<file path="config.mk">
export PLATFORM = sky130hd
export DESIGN_NAME = uart_rx
export DESIGN_NICKNAME = d
export VERILOG_FILES = /design/src/rtl/uart_rx_pkg.sv /design/src/rtl/uart_rx_sync.sv /design/src/rtl/uart_rx.sv
export SDC_FILE = /design/constraint.sdc
export NUM_CORES = 1
export LEC_CHECK = 0
export BUFFER_PORTS_ARGS = -buffer_cell sky130_fd_sc_hd__buf_2
export CAP_MARGIN = 20
export CORE_MARGIN = 2
export CORE_UTILIZATION = 50
export CTS_CLUSTER_SIZE = 8
export DETAILED_ROUTE_END_ITERATION = 8
export PLACE_DENSITY = 0.71
export SLEW_MARGIN = 0
export SYNTH_ARGS = -nofsm -noshare
export SYNTH_HDL_FRONTEND = slang
export SYNTH_SLANG_ARGS = --single-unit
</file>
<file path="constraint.sdc">
create_clock -name clk -period 2.45 [get_ports clk]
set_clock_uncertainty 0.15 [all_clocks]
set_input_delay 0.1225 -clock clk [delete_from_list [all_inputs] [get_ports clk]]
set_output_delay 0.1225 -clock clk [all_outputs]
set_load 0.01 [all_outputs]
</file>
<file path="src/rtl/uart_rx_pkg.sv">
`default_nettype none
// ============================================================================
//  Module      : uart_rx_pkg
//  Description : Shared definitions for the UART receiver: FSM state
//                encoding, parity mode constants (common with the
//                transmitter) and a small parity helper.
//  Revision    : 1.0  initial release
// ============================================================================
package uart_rx_pkg;

    // FSM state encoding
    localparam int         c_STATE_W  = 3;
    localparam logic [2:0] c_ST_IDLE   = 3'd0;
    localparam logic [2:0] c_ST_START  = 3'd1;
    localparam logic [2:0] c_ST_DATA   = 3'd2;
    localparam logic [2:0] c_ST_PARITY = 3'd3;
    localparam logic [2:0] c_ST_STOP   = 3'd4;

    // Parity mode constants, shared with the transmitter
    localparam logic c_PARITY_EVEN = 1'b1;
    localparam logic c_PARITY_ODD  = 1'b0;

    // Width of the data bit counter (covers up to 8 data bits)
    localparam int c_BIT_CNT_W = 3;

    // Expected parity bit given the XOR-reduction of the data bits.
    // Even parity: the bit makes the total count of ones even.
    function automatic logic expected_parity(input logic data_xor, input logic mode);
        return (mode == c_PARITY_EVEN) ? data_xor : ~data_xor;
    endfunction

endpackage : uart_rx_pkg
`default_nettype wire

</file>
<file path="src/rtl/uart_rx_sync.sv">
`default_nettype none
// ============================================================================
//  Module      : uart_rx_sync
//  Description : Two-flop synchroniser for the asynchronous serial line.
//                Both flops reset to 1 so the line reads idle after reset.
//  Ports       : clk     - system clock
//                rst     - asynchronous active-high reset
//                i_async - asynchronous input
//                o_sync  - synchronised output
//  Revision    : 1.0  initial release
// ============================================================================
module uart_rx_sync (
    input  logic clk,
    input  logic rst,
    input  logic i_async,
    output logic o_sync
);

    logic r_meta;
    logic r_sync;

    always_ff @(posedge clk or posedge rst) begin
        if (rst) begin
            r_meta <= 1'b1;
            r_sync <= 1'b1;
        end else begin
            r_meta <= i_async;
            r_sync <= r_meta;
        end
    end

    assign o_sync = r_sync;

endmodule : uart_rx_sync
`default_nettype wire

</file>
<file path="src/rtl/uart_rx.sv">
`default_nettype none
// ============================================================================
//  Module      : uart_rx
//  Description : UART serial receiver. Oversamples the line, detects the
//                start bit, samples each bit at mid-bit, deserialises
//                LSB-first, checks optional parity and the stop bit, and
//                presents each byte with a 1-cycle valid pulse.
//  Ports       : clk        - system clock (rising edge)
//                rst        - asynchronous active-high reset
//                Rx_s       - serial line, idle high, asynchronous
//                prescale   - clocks per bit minus 1
//                rx_data    - last frame received with a good stop bit
//                data_valid - 1-cycle pulse, rx_data updated
//                parity_err - parity mismatch, valid with data_valid
//                frame_err  - 1-cycle pulse, stop bit sampled low
//  Revision    : 1.0  initial release
// ============================================================================
module uart_rx
    import uart_rx_pkg::*;
#(
    parameter int DATA_SIZE           = 8,
    parameter int SAMPLING_CNTR_WIDTH = 4,
    parameter int PARITY_ON           = 1,
    parameter int EVEN_PARITY         = 1
) (
    input  logic                           clk,
    input  logic                           rst,
    input  logic                           Rx_s,
    input  logic [SAMPLING_CNTR_WIDTH-1:0] prescale,
    output logic [DATA_SIZE-1:0]           rx_data,
    output logic                           data_valid,
    output logic                           parity_err,
    output logic                           frame_err
);

    localparam logic [c_BIT_CNT_W-1:0] c_LAST_BIT   = c_BIT_CNT_W'(DATA_SIZE - 1);
    localparam logic                   c_PARITY_EN  = (PARITY_ON != 0);
    localparam logic                   c_PARITY_MODE = (EVEN_PARITY != 0) ? c_PARITY_EVEN : c_PARITY_ODD;

    logic                           w_rx_sync;
    logic [SAMPLING_CNTR_WIDTH-1:0] w_half;
    logic                           w_par_exp;

    logic [c_STATE_W-1:0]           r_state;
    logic [SAMPLING_CNTR_WIDTH-1:0] r_s_cnt;
    logic [SAMPLING_CNTR_WIDTH-1:0] r_prescale;
    logic [c_BIT_CNT_W-1:0]         r_bit_cnt;
    logic [DATA_SIZE-1:0]           r_shreg;
    logic                           r_p_err;
    logic                           r_break;
    logic [DATA_SIZE-1:0]           r_rx_data;
    logic                           r_data_valid;
    logic                           r_parity_err;
    logic                           r_frame_err;

    uart_rx_sync u_sync (
        .clk     (clk),
        .rst     (rst),
        .i_async (Rx_s),
        .o_sync  (w_rx_sync)
    );

    // Start-bit check point: half a bit period after the falling edge
    assign w_half    = r_prescale >> 1;
    assign w_par_exp = expected_parity(^r_shreg, c_PARITY_MODE);

    always_ff @(posedge clk or posedge rst) begin
        if (rst) begin
            r_state      <= c_ST_IDLE;
            r_s_cnt      <= '0;
            r_prescale   <= '0;
            r_bit_cnt    <= '0;
            r_shreg      <= '0;
            r_p_err      <= 1'b0;
            r_break      <= 1'b0;
            r_rx_data    <= '0;
            r_data_valid <= 1'b0;
            r_parity_err <= 1'b0;
            r_frame_err  <= 1'b0;
        end else begin
            // Output strobes are single-cycle by default
            r_data_valid <= 1'b0;
            r_parity_err <= 1'b0;
            r_frame_err  <= 1'b0;

            case (r_state)
                c_ST_IDLE: begin
                    r_s_cnt   <= '0;
                    r_bit_cnt <= '0;
                    // After a framing error the line may still be held low
                    // (break); wait for it to return high before re-arming.
                    if (w_rx_sync) begin
                        r_break <= 1'b0;
                    end
                    if (!w_rx_sync && !r_break) begin
                        r_state    <= c_ST_START;
                        r_prescale <= prescale;
                    end
                end

                c_ST_START: begin
                    if (r_s_cnt == w_half) begin
                        r_s_cnt <= '0;
                        // Line back high at mid-start means a glitch
                        r_state <= w_rx_sync ? c_ST_IDLE : c_ST_DATA;
                    end else begin
                        r_s_cnt <= r_s_cnt + 1'b1;
                    end
                end

                c_ST_DATA: begin
                    if (r_s_cnt == r_prescale) begin
                        r_s_cnt            <= '0;
                        r_shreg[r_bit_cnt] <= w_rx_sync;
                        r_bit_cnt          <= r_bit_cnt + 1'b1;
                        if (r_bit_cnt == c_LAST_BIT) begin
                            r_state <= c_PARITY_EN ? c_ST_PARITY : c_ST_STOP;
                        end
                    end else begin
                        r_s_cnt <= r_s_cnt + 1'b1;
                    end
                end

                c_ST_PARITY: begin
                    if (r_s_cnt == r_prescale) begin
                        r_s_cnt <= '0;
                        r_p_err <= w_rx_sync ^ w_par_exp;
                        r_state <= c_ST_STOP;
                    end else begin
                        r_s_cnt <= r_s_cnt + 1'b1;
                    end
                end

                c_ST_STOP: begin
                    if (r_s_cnt == r_prescale) begin
                        r_s_cnt <= '0;
                        r_state <= c_ST_IDLE;
                        if (w_rx_sync) begin
                            r_rx_data    <= r_shreg;
                            r_data_valid <= 1'b1;
                            r_parity_err <= c_PARITY_EN ? r_p_err : 1'b0;
                        end else begin
                            r_frame_err <= 1'b1;
                            r_break     <= 1'b1;
                        end
                    end else begin
                        r_s_cnt <= r_s_cnt + 1'b1;
                    end
                end

                default: begin
                    r_s_cnt <= '0;
                    r_state <= c_ST_IDLE;
                end
            endcase
        end
    end

    assign rx_data    = r_rx_data;
    assign data_valid = r_data_valid;
    assign parity_err = r_parity_err;
    assign frame_err  = r_frame_err;

endmodule : uart_rx
`default_nettype wire

</file>
==> summary.json, run 1 <==
{
  "finish": {
    "n_antenna_cell": 0,
    "final_core_util": 0.597,
    "filler_cell_count": 311,
    "nets": 177,
    "layout_commonest_cell": "dfrtp_1",
    "most-common-layout-cells": "35 x dfrtp_1, 19 x mux2_2, 17 x buf_2, 10 x xor2_1, 8 x nor2_1",
    "area.growth.synth_to_final_pct": 13.2,
    "design_area_mm2": 0.00201,
    "fraction_of_final_layout_cells_with_drive_strength_greater_than_1": 0.333,
    "fin_cells": 214
  },
  "clock_tree": {
    "postCtsSetupRepairBufs": 0,
    "cts_inserted_buffers": 5,
    "clockRootBuffer": "clkbuf_4",
    "clkSinkCount": 37,
    "worst_setup_hold_path_clk_slew_ns": 0.10,
    "cts_tree": "built",
    "cts.hold.buffers_added": 6,
    "h-tree-depth": 2,
    "clk-insertion-delay-late_ns": 0.34,
    "cts_max_path_buffers": 2,
    "number_of_gates_resized_after_cts": 0
  },
  "logic_synthesis": {
    "yosysUniqueCellTypes": 34,
    "postSynth.asyncResetShare": 1.00,
    "synth.cell_area_mm2": 0.00177,
    "avgSynthCellArea_um2": 12.7,
    "synth-edff-count": 0,
    "synth_top_flop_cell": "dfrtp_1",
    "seq_area_frac_synth": 0.524,
    "synth.net_count": 150,
    "postSynthCellCount": 140,
    "synth_seq_cells": 37,
    "yosysWarningCount": 0
  },
  "critical_path": {
    "timing.reg2reg.worst_path_depth": 5,
    "cp-end-kind": "flop",
    "worstReg2RegEnd": "r_shreg[3]$_DFFE_PP0P_",
    "worst_ep_required_time_ns": 2.53,
    "worst_ep_arrival_time_ns": 2.22,
    "setup.worst_path.class": "flop to flop",
    "timing.reg2reg.setup_slack_ns": 0.31,
    "timing.critical_path.from_type": "flop",
    "critical_path.max_fanout": 12,
    "regToRegStartpoint": "r_s_cnt[0]$_DFF_PP0_"
  },
  "power_and_ir_drop": {
    "vdd_drop_max_v": 0.000401,
    "power.density_mw_per_mm2": 872,
    "cellLeakagePower_nw": 1.01,
    "finalPower_mw": 1.75
  },
  "sta": {
    "fin_ws_ns": 0.309,
    "rsz0062_at_grt": "no",
    "post-route-min-period_ns": 2.14,
    "setup-tns-final_ns": 0,
    "post-route-period-util": 0.874,
    "setup-violations-final": 0,
    "timing_worst_slew_pin_value_ns": 0.479,
    "maxSlewViolCount": 0,
    "report.final.hold_viol_count": 0,
    "whs_ns": 0.212,
    "timing.slew.headroom": 0.679,
    "achievable-frequency_mhz": 467
  },
  "die": {
    "fp.dieW_um": 63.5,
    "design.core.area_mm2": 0.00336,
    "floorplan.die.height_um": 63.5,
    "top_level_ports": 18,
    "initial_utilization": 0.527,
    "placement_rows": 21,
    "die-area_mm2": 0.00404
  },
  "hold_path": {
    "hold_class": "flop to flop",
    "worstHoldPathCells": 0,
    "hold-path-endpoint": "u_sync.o_sync$_DFF_PP1_",
    "worstHoldStart": "u_sync.r_meta$_DFF_PP1_"
  },
  "drt": {
    "routed_wire_length_per_instance_um": 13.8,
    "dr_total_vias": 1129,
    "wirelength_mm": 2.95,
    "drc_errors_left": 0,
    "drt-initial-drc-count": 39,
    "final_antenna_net_count": 0,
    "firstDrtPassIters": 4,
    "detail_route.vias_per_cell": 5.28
  },
  "placed_design": {
    "finalWeightedCongestion": 0.752,
    "dp_hpwl_mm": 2.05,
    "place_ws_ns": 0.363,
    "io_buffer_count": 17,
    "post-place-cells": 200,
    "placedInstanceArea_mm2": 0.00190
  },
  "grt": {
    "antenna_found_initial": 0,
    "first_global_vias": 1154,
    "grt_pass1_wl_mm": 5.29,
    "grt_start_max_net_pins": 38,
    "globalRoute.totalOverflow": 0,
    "grt_util_all_layers": 0.170
  },
  "status": {
    "run_status": "finished clean"
  },
  "flow_run": {
    "drv_cap": 0
  }
}
-- registers in the layout, summed over array words and instances (netlist names) --
| name | flops |
|---|---|
| data_valid | 1 |
| frame_err | 1 |
| parity_err | 1 |
| r_bit_cnt | 3 |
| r_break | 1 |
| r_p_err | 1 |
| r_prescale | 4 |
| r_s_cnt | 4 |
| r_shreg | 8 |
| r_state | 3 |
| rx_data | 8 |
| u_sync.o_sync | 1 |
| u_sync.r_meta | 1 |
-- synthesized netlist by cell type (3+ instances only) --
cell	count	area, µm²
xor2_1	10	87.6
nand4b_1	3	26.3
a21oi_1	5	25.0
nand2_1	5	18.8
inv_1	5	18.8
dfrtp_1	35	876
xnor2_1	5	43.8
nor2_1	8	30.0
nor2b_1	3	18.8
nand4_1	4	25.0
mux2_2	19	214
ha_1	3	37.5
and3_1	3	18.8
-- worst max-delay path: stages (launching register included) --
cell	delay (ns)
dfrtp_1	0.47
xor2_1	0.21
nor4_4	0.52
buf_4	0.27
nand4_1	0.11
mux2_2	0.29
-- layout make-up --
type | count | area (µm²) | share of cell area
Sequential cell | 37 | 928 | 0.463
Multi-Input combinational cell | 92 | 786 | 0.392
Timing Repair Buffer | 26 | 168 | 0.0835
Tap cell | 46 | 57.6 | 0.0287
Clock buffer | 8 | 48.8 | 0.0243
Inverter | 5 | 18.8 | 0.00935
-- logic make-up after synthesis --
group                      synth area share
muxes                                 0.149
DFF                                   0.524
AOI/OAI and AO/OA                    0.0416
buffers and inverters                0.0332
and+or+nand+nor                       0.145
adders and majority gates            0.0212
xor gates and xnor gates             0.0868
-- per-layer routing --
metal  global-route usage  vias to the layer above  share of wire
li1                     -                      542              -
met3               0.0321                        8          0.038
met1                0.213                      559           0.46
met2                0.268                       20           0.47
met5                    0                        -              0
met4                0.111                        0          0.025
-- power breakdown --
group	total (mW)	leakage, nW	internal (mW)	switching (mW)
combinational	0.578	0.488	0.281	0.297
clock	0.307	0.0265	0.114	0.192
sequential	0.866	0.492	0.720	0.147
total	1.75	1.01	1.11	0.636
-- how the worst max path moves through the flow --
stage	start	end	depth (start not counted)
3_3_place_gp	r_s_cnt[0]$_DFF_PP0_	r_shreg[3]$_DFFE_PP0P_	5
4_1_cts	r_s_cnt[0]$_DFF_PP0_	r_shreg[3]$_DFFE_PP0P_	5
6_report	r_s_cnt[0]$_DFF_PP0_	r_shreg[3]$_DFFE_PP0P_	5
5_1_grt	r_s_cnt[0]$_DFF_PP0_	r_shreg[3]$_DFFE_PP0P_	5
3_5_place_dp	r_s_cnt[0]$_DFF_PP0_	r_shreg[3]$_DFFE_PP0P_	5
2_1_floorplan	r_s_cnt[0]$_DFF_PP0_	r_state[0]$_DFFE_PP0P_	4
Power figures use the tool's default switching activity.
==> inputs of run 2 (changes only) <==
- SYNTH_HIERARCHICAL: default -> 1
==> run 2 against run 1 <==
Against the previous run:
- utilization fell by 0.30 points
- worst setup slack better by 0.14 ns
- synthesized cell count up 5.7%
- maximum frequency grew 7.0%
- total power rose by 1.8%
- critical path depth down 1
- combinational power shrank 2%
- area after synthesis down 0.28%
- clock power up 5%
- global-route usage up 1.1 points
- count of clock-buffer cells in the layout decreased by 2
- first-iteration DRC count is the same
- critical path type unchanged
- largest power group unchanged
==> summary.json, run 2 <==
{
  "clock_tree": {
    "clk-insertion-delay-late_ns": 0.35,
    "worst_setup_hold_path_clk_slew_ns": 0.11,
    "cts_inserted_buffers": 5,
    "clockRootBuffer": "clkbuf_4",
    "clkSinkCount": 37,
    "cts_tree": "built",
    "cts_max_path_buffers": 2,
    "number_of_gates_resized_after_cts": 0,
    "h-tree-depth": 2
  },
  "logic_synthesis": {
    "postSynthCellCount": 148,
    "yosysUniqueCellTypes": 34,
    "synth_top_cell_by_area": "dfrtp_1",
    "postSynth.asyncResetShare": 1.00,
    "top_area_cells_in_the_synthesized_netlist": "dfrtp_1 50%, mux2_2 13%, xnor2_1 4.5%, nand4_1 4.2%, dfstp_2 3.0%",
    "synth.net_count": 158,
    "synth-edff-count": 0,
    "synth.most_common_cell": "dfrtp_1",
    "yosysTopAreaCellShare": 0.495,
    "synth_top_flop_cell": "dfrtp_1",
    "yosysWarningCount": 6,
    "seq_area_frac_synth": 0.525,
    "synth.cell_area_mm2": 0.00177,
    "synth_seq_cells": 37,
    "avgSynthCellArea_um2": 11.9,
    "ranking_of_synthesized_cells_by_instance_count": "35 x dfrtp_1, 20 x mux2_2, 12 x nand4_1"
  },
  "power_and_ir_drop": {
    "vdd_drop_max_v": 0.000645,
    "combPwrFrac": 0.318,
    "seqPwrFrac": 0.501,
    "cellLeakagePower_nw": 0.968,
    "net-switching-power_uw": 651,
    "switching_share": 0.365,
    "p_int_mw": 1.13,
    "power.density_mw_per_mm2": 892,
    "power.share.clock": 0.181
  },
  "die": {
    "placement_rows": 21,
    "floorplan.die.height_um": 63.5,
    "initial_utilization": 0.526,
    "die-area_mm2": 0.00403,
    "fp.dieW_um": 63.5,
    "design.core.area_mm2": 0.00336,
    "top_level_ports": 18
  },
  "finish": {
    "most-common-layout-cells": "35 x dfrtp_1, 20 x mux2_2, 17 x buf_2, 12 x nand4_1, 9 x xnor2_1",
    "multi_input_comb_area_um2": 764,
    "fin_cells": 219,
    "sequential_cell_area_um2": 928,
    "area.growth.synth_to_final_pct": 13.0,
    "final_core_util": 0.594,
    "fraction_of_final_layout_cells_with_drive_strength_greater_than_1": 0.306,
    "layout_commonest_cell": "dfrtp_1",
    "nets": 182,
    "n_antenna_cell": 0,
    "filler_cell_count": 304
  },
  "grt": {
    "grt_pass1_wl_mm": 5.45,
    "grt_util_all_layers": 0.181,
    "first_global_vias": 1217,
    "globalRoute.totalOverflow": 0,
    "grt_start_max_net_pins": 28,
    "antenna_found_initial": 0
  },
  "critical_path": {
    "worstReg2RegEnd": "r_state[0]$_DFFE_PP0P_",
    "worst_ep_required_time_ns": 2.55,
    "timing.reg2reg.setup_slack_ns": 0.45,
    "timing_startpoint_of_the_critical_path": "r_s_cnt[1]$_DFF_PP0_",
    "cp-end-kind": "flop",
    "worst_ep_arrival_time_ns": 2.10,
    "setup.worst_path.class": "flop to flop",
    "critical_path.max_fanout": 5,
    "timing.critical_path.from_type": "flop",
    "timing.reg2reg.worst_path_depth": 4,
    "regToRegStartpoint": "r_s_cnt[1]$_DFF_PP0_"
  },
  "drt": {
    "wirelength_mm": 3.00,
    "final_antenna_net_count": 0,
    "routed_wire_length_per_instance_um": 13.7,
    "drt-initial-drc-count": 39,
    "firstDrtPassIters": 4,
    "dr_total_vias": 1167,
    "detail_route.vias_per_cell": 5.33,
    "drc_errors_left": 0
  },
  "sta": {
    "post-route-period-util": 0.817,
    "setup-violations-final": 0,
    "timing_worst_slew_pin_value_ns": 0.495,
    "post-route-min-period_ns": 2.00,
    "setup-tns-final_ns": 0,
    "achievable-frequency_mhz": 500,
    "rsz0062_at_grt": "no",
    "fin_ws_ns": 0.449,
    "maxSlewViolCount": 0,
    "timing.slew.headroom": 0.666,
    "report.final.hold_viol_count": 0
  },
  "placed_design": {
    "place_ws_ns": 0.513,
    "post-place-cells": 205,
    "dp_hpwl_mm": 2.21,
    "finalWeightedCongestion": 0.742,
    "io_buffer_count": 17
  },
  "hold_path": {
    "hold_class": "input port to asynchronous set/reset pin"
  },
  "flow_run": {
    "drv_cap": 0
  },
  "status": {
    "run_status": "finished clean"
  }
}
run 2: cell count changes in the layout (fill, tap and decap cells not counted), moves of 3 or more:
cell	change
o21ai_0	+5
and3_1	-3
nand4_1	+8
xor2_1	-4
xnor2_1	+4
nand2_1	-3
inv_1	+3
run 2: how the worst max path moves through the flow:
stage	end	slack (ns)	depth (start not counted)
2_1_floorplan	r_state[0]$_DFFE_PP0P_	0.71	4
3_3_place_gp	r_state[0]$_DFFE_PP0P_	0.53	4
3_5_place_dp	r_state[0]$_DFFE_PP0P_	0.51	4
4_1_cts	r_state[0]$_DFFE_PP0P_	0.49	4
5_1_grt	r_state[0]$_DFFE_PP0P_	0.27	4
6_report	r_state[0]$_DFFE_PP0P_	0.45	4
run 2: critical path: stages (launching register included):
cell and delay, ns:
dfrtp_1 0.46, xor2_1 0.17, o41ai_1 0.53, o21a_2 0.29, mux2_4 0.31
run 2: timing repair:
item,4_1_cts,5_1_grt
buffers inserted,0,0
hold buffers,6,0
endpoints found under the hold margin,42,0
run 2: power groups by stage:
stage | registers [mW] | logic, mW | clock network [mW]
after floorplan | 0.820 | 0.550 | 0
after global placement | 0.896 | 0.541 | 0
after detailed placement | 0.908 | 0.564 | 0
after CTS | 0.893 | 0.573 | 0.334
after global routing | 0.920 | 0.641 | 0.362
final | 0.893 | 0.567 | 0.322
run 2: routing by layer:
layer | routed length, µm | track usage | vias up
met1 | 1240 | 0.200 | 571
met2 | 1560 | 0.311 | 24
met5 | 0 | 0 | -
met3 | 125 | 0.0625 | 8
li1 | - | - | 564
met4 | 82 | 0.0897 | 0
run 2: through the flow:
stage	cell area [µm²]	total power, mW	hold WS, ns
floorplan	1770	1.37	-0.116
global placement	1880	1.44	-0.0629
detailed placement	1880	1.47	-0.0484
CTS	2000	1.80	0.107
global route	2000	1.92	0.139
finish	2000	1.78	0.115
run 2: final cells by class:
type,count,share of cell area
Clock buffer,6,0.0207
Clock inverter,2,0.00752
Inverter,8,0.0150
Multi-Input combinational cell,95,0.383
Sequential cell,37,0.465
Tap cell,46,0.0288
Timing Repair Buffer,25,0.0802
run 2: kinds of logic (layout without fill, tap and decap cells):
group / after synthesis / after routing / share of synthesized area
xor gates and xnor gates: 16 / 16 / 0.0871
AOI/OAI and AO/OA: 15 / 15 / 0.0510
adders and majority gates: 3 / 3 / 0.0212
DFF: 37 / 37 / 0.525
buffers and inverters: 16 / 41 / 0.0425
and+or+nand+nor: 39 / 39 / 0.132
muxes: 22 / 22 / 0.142
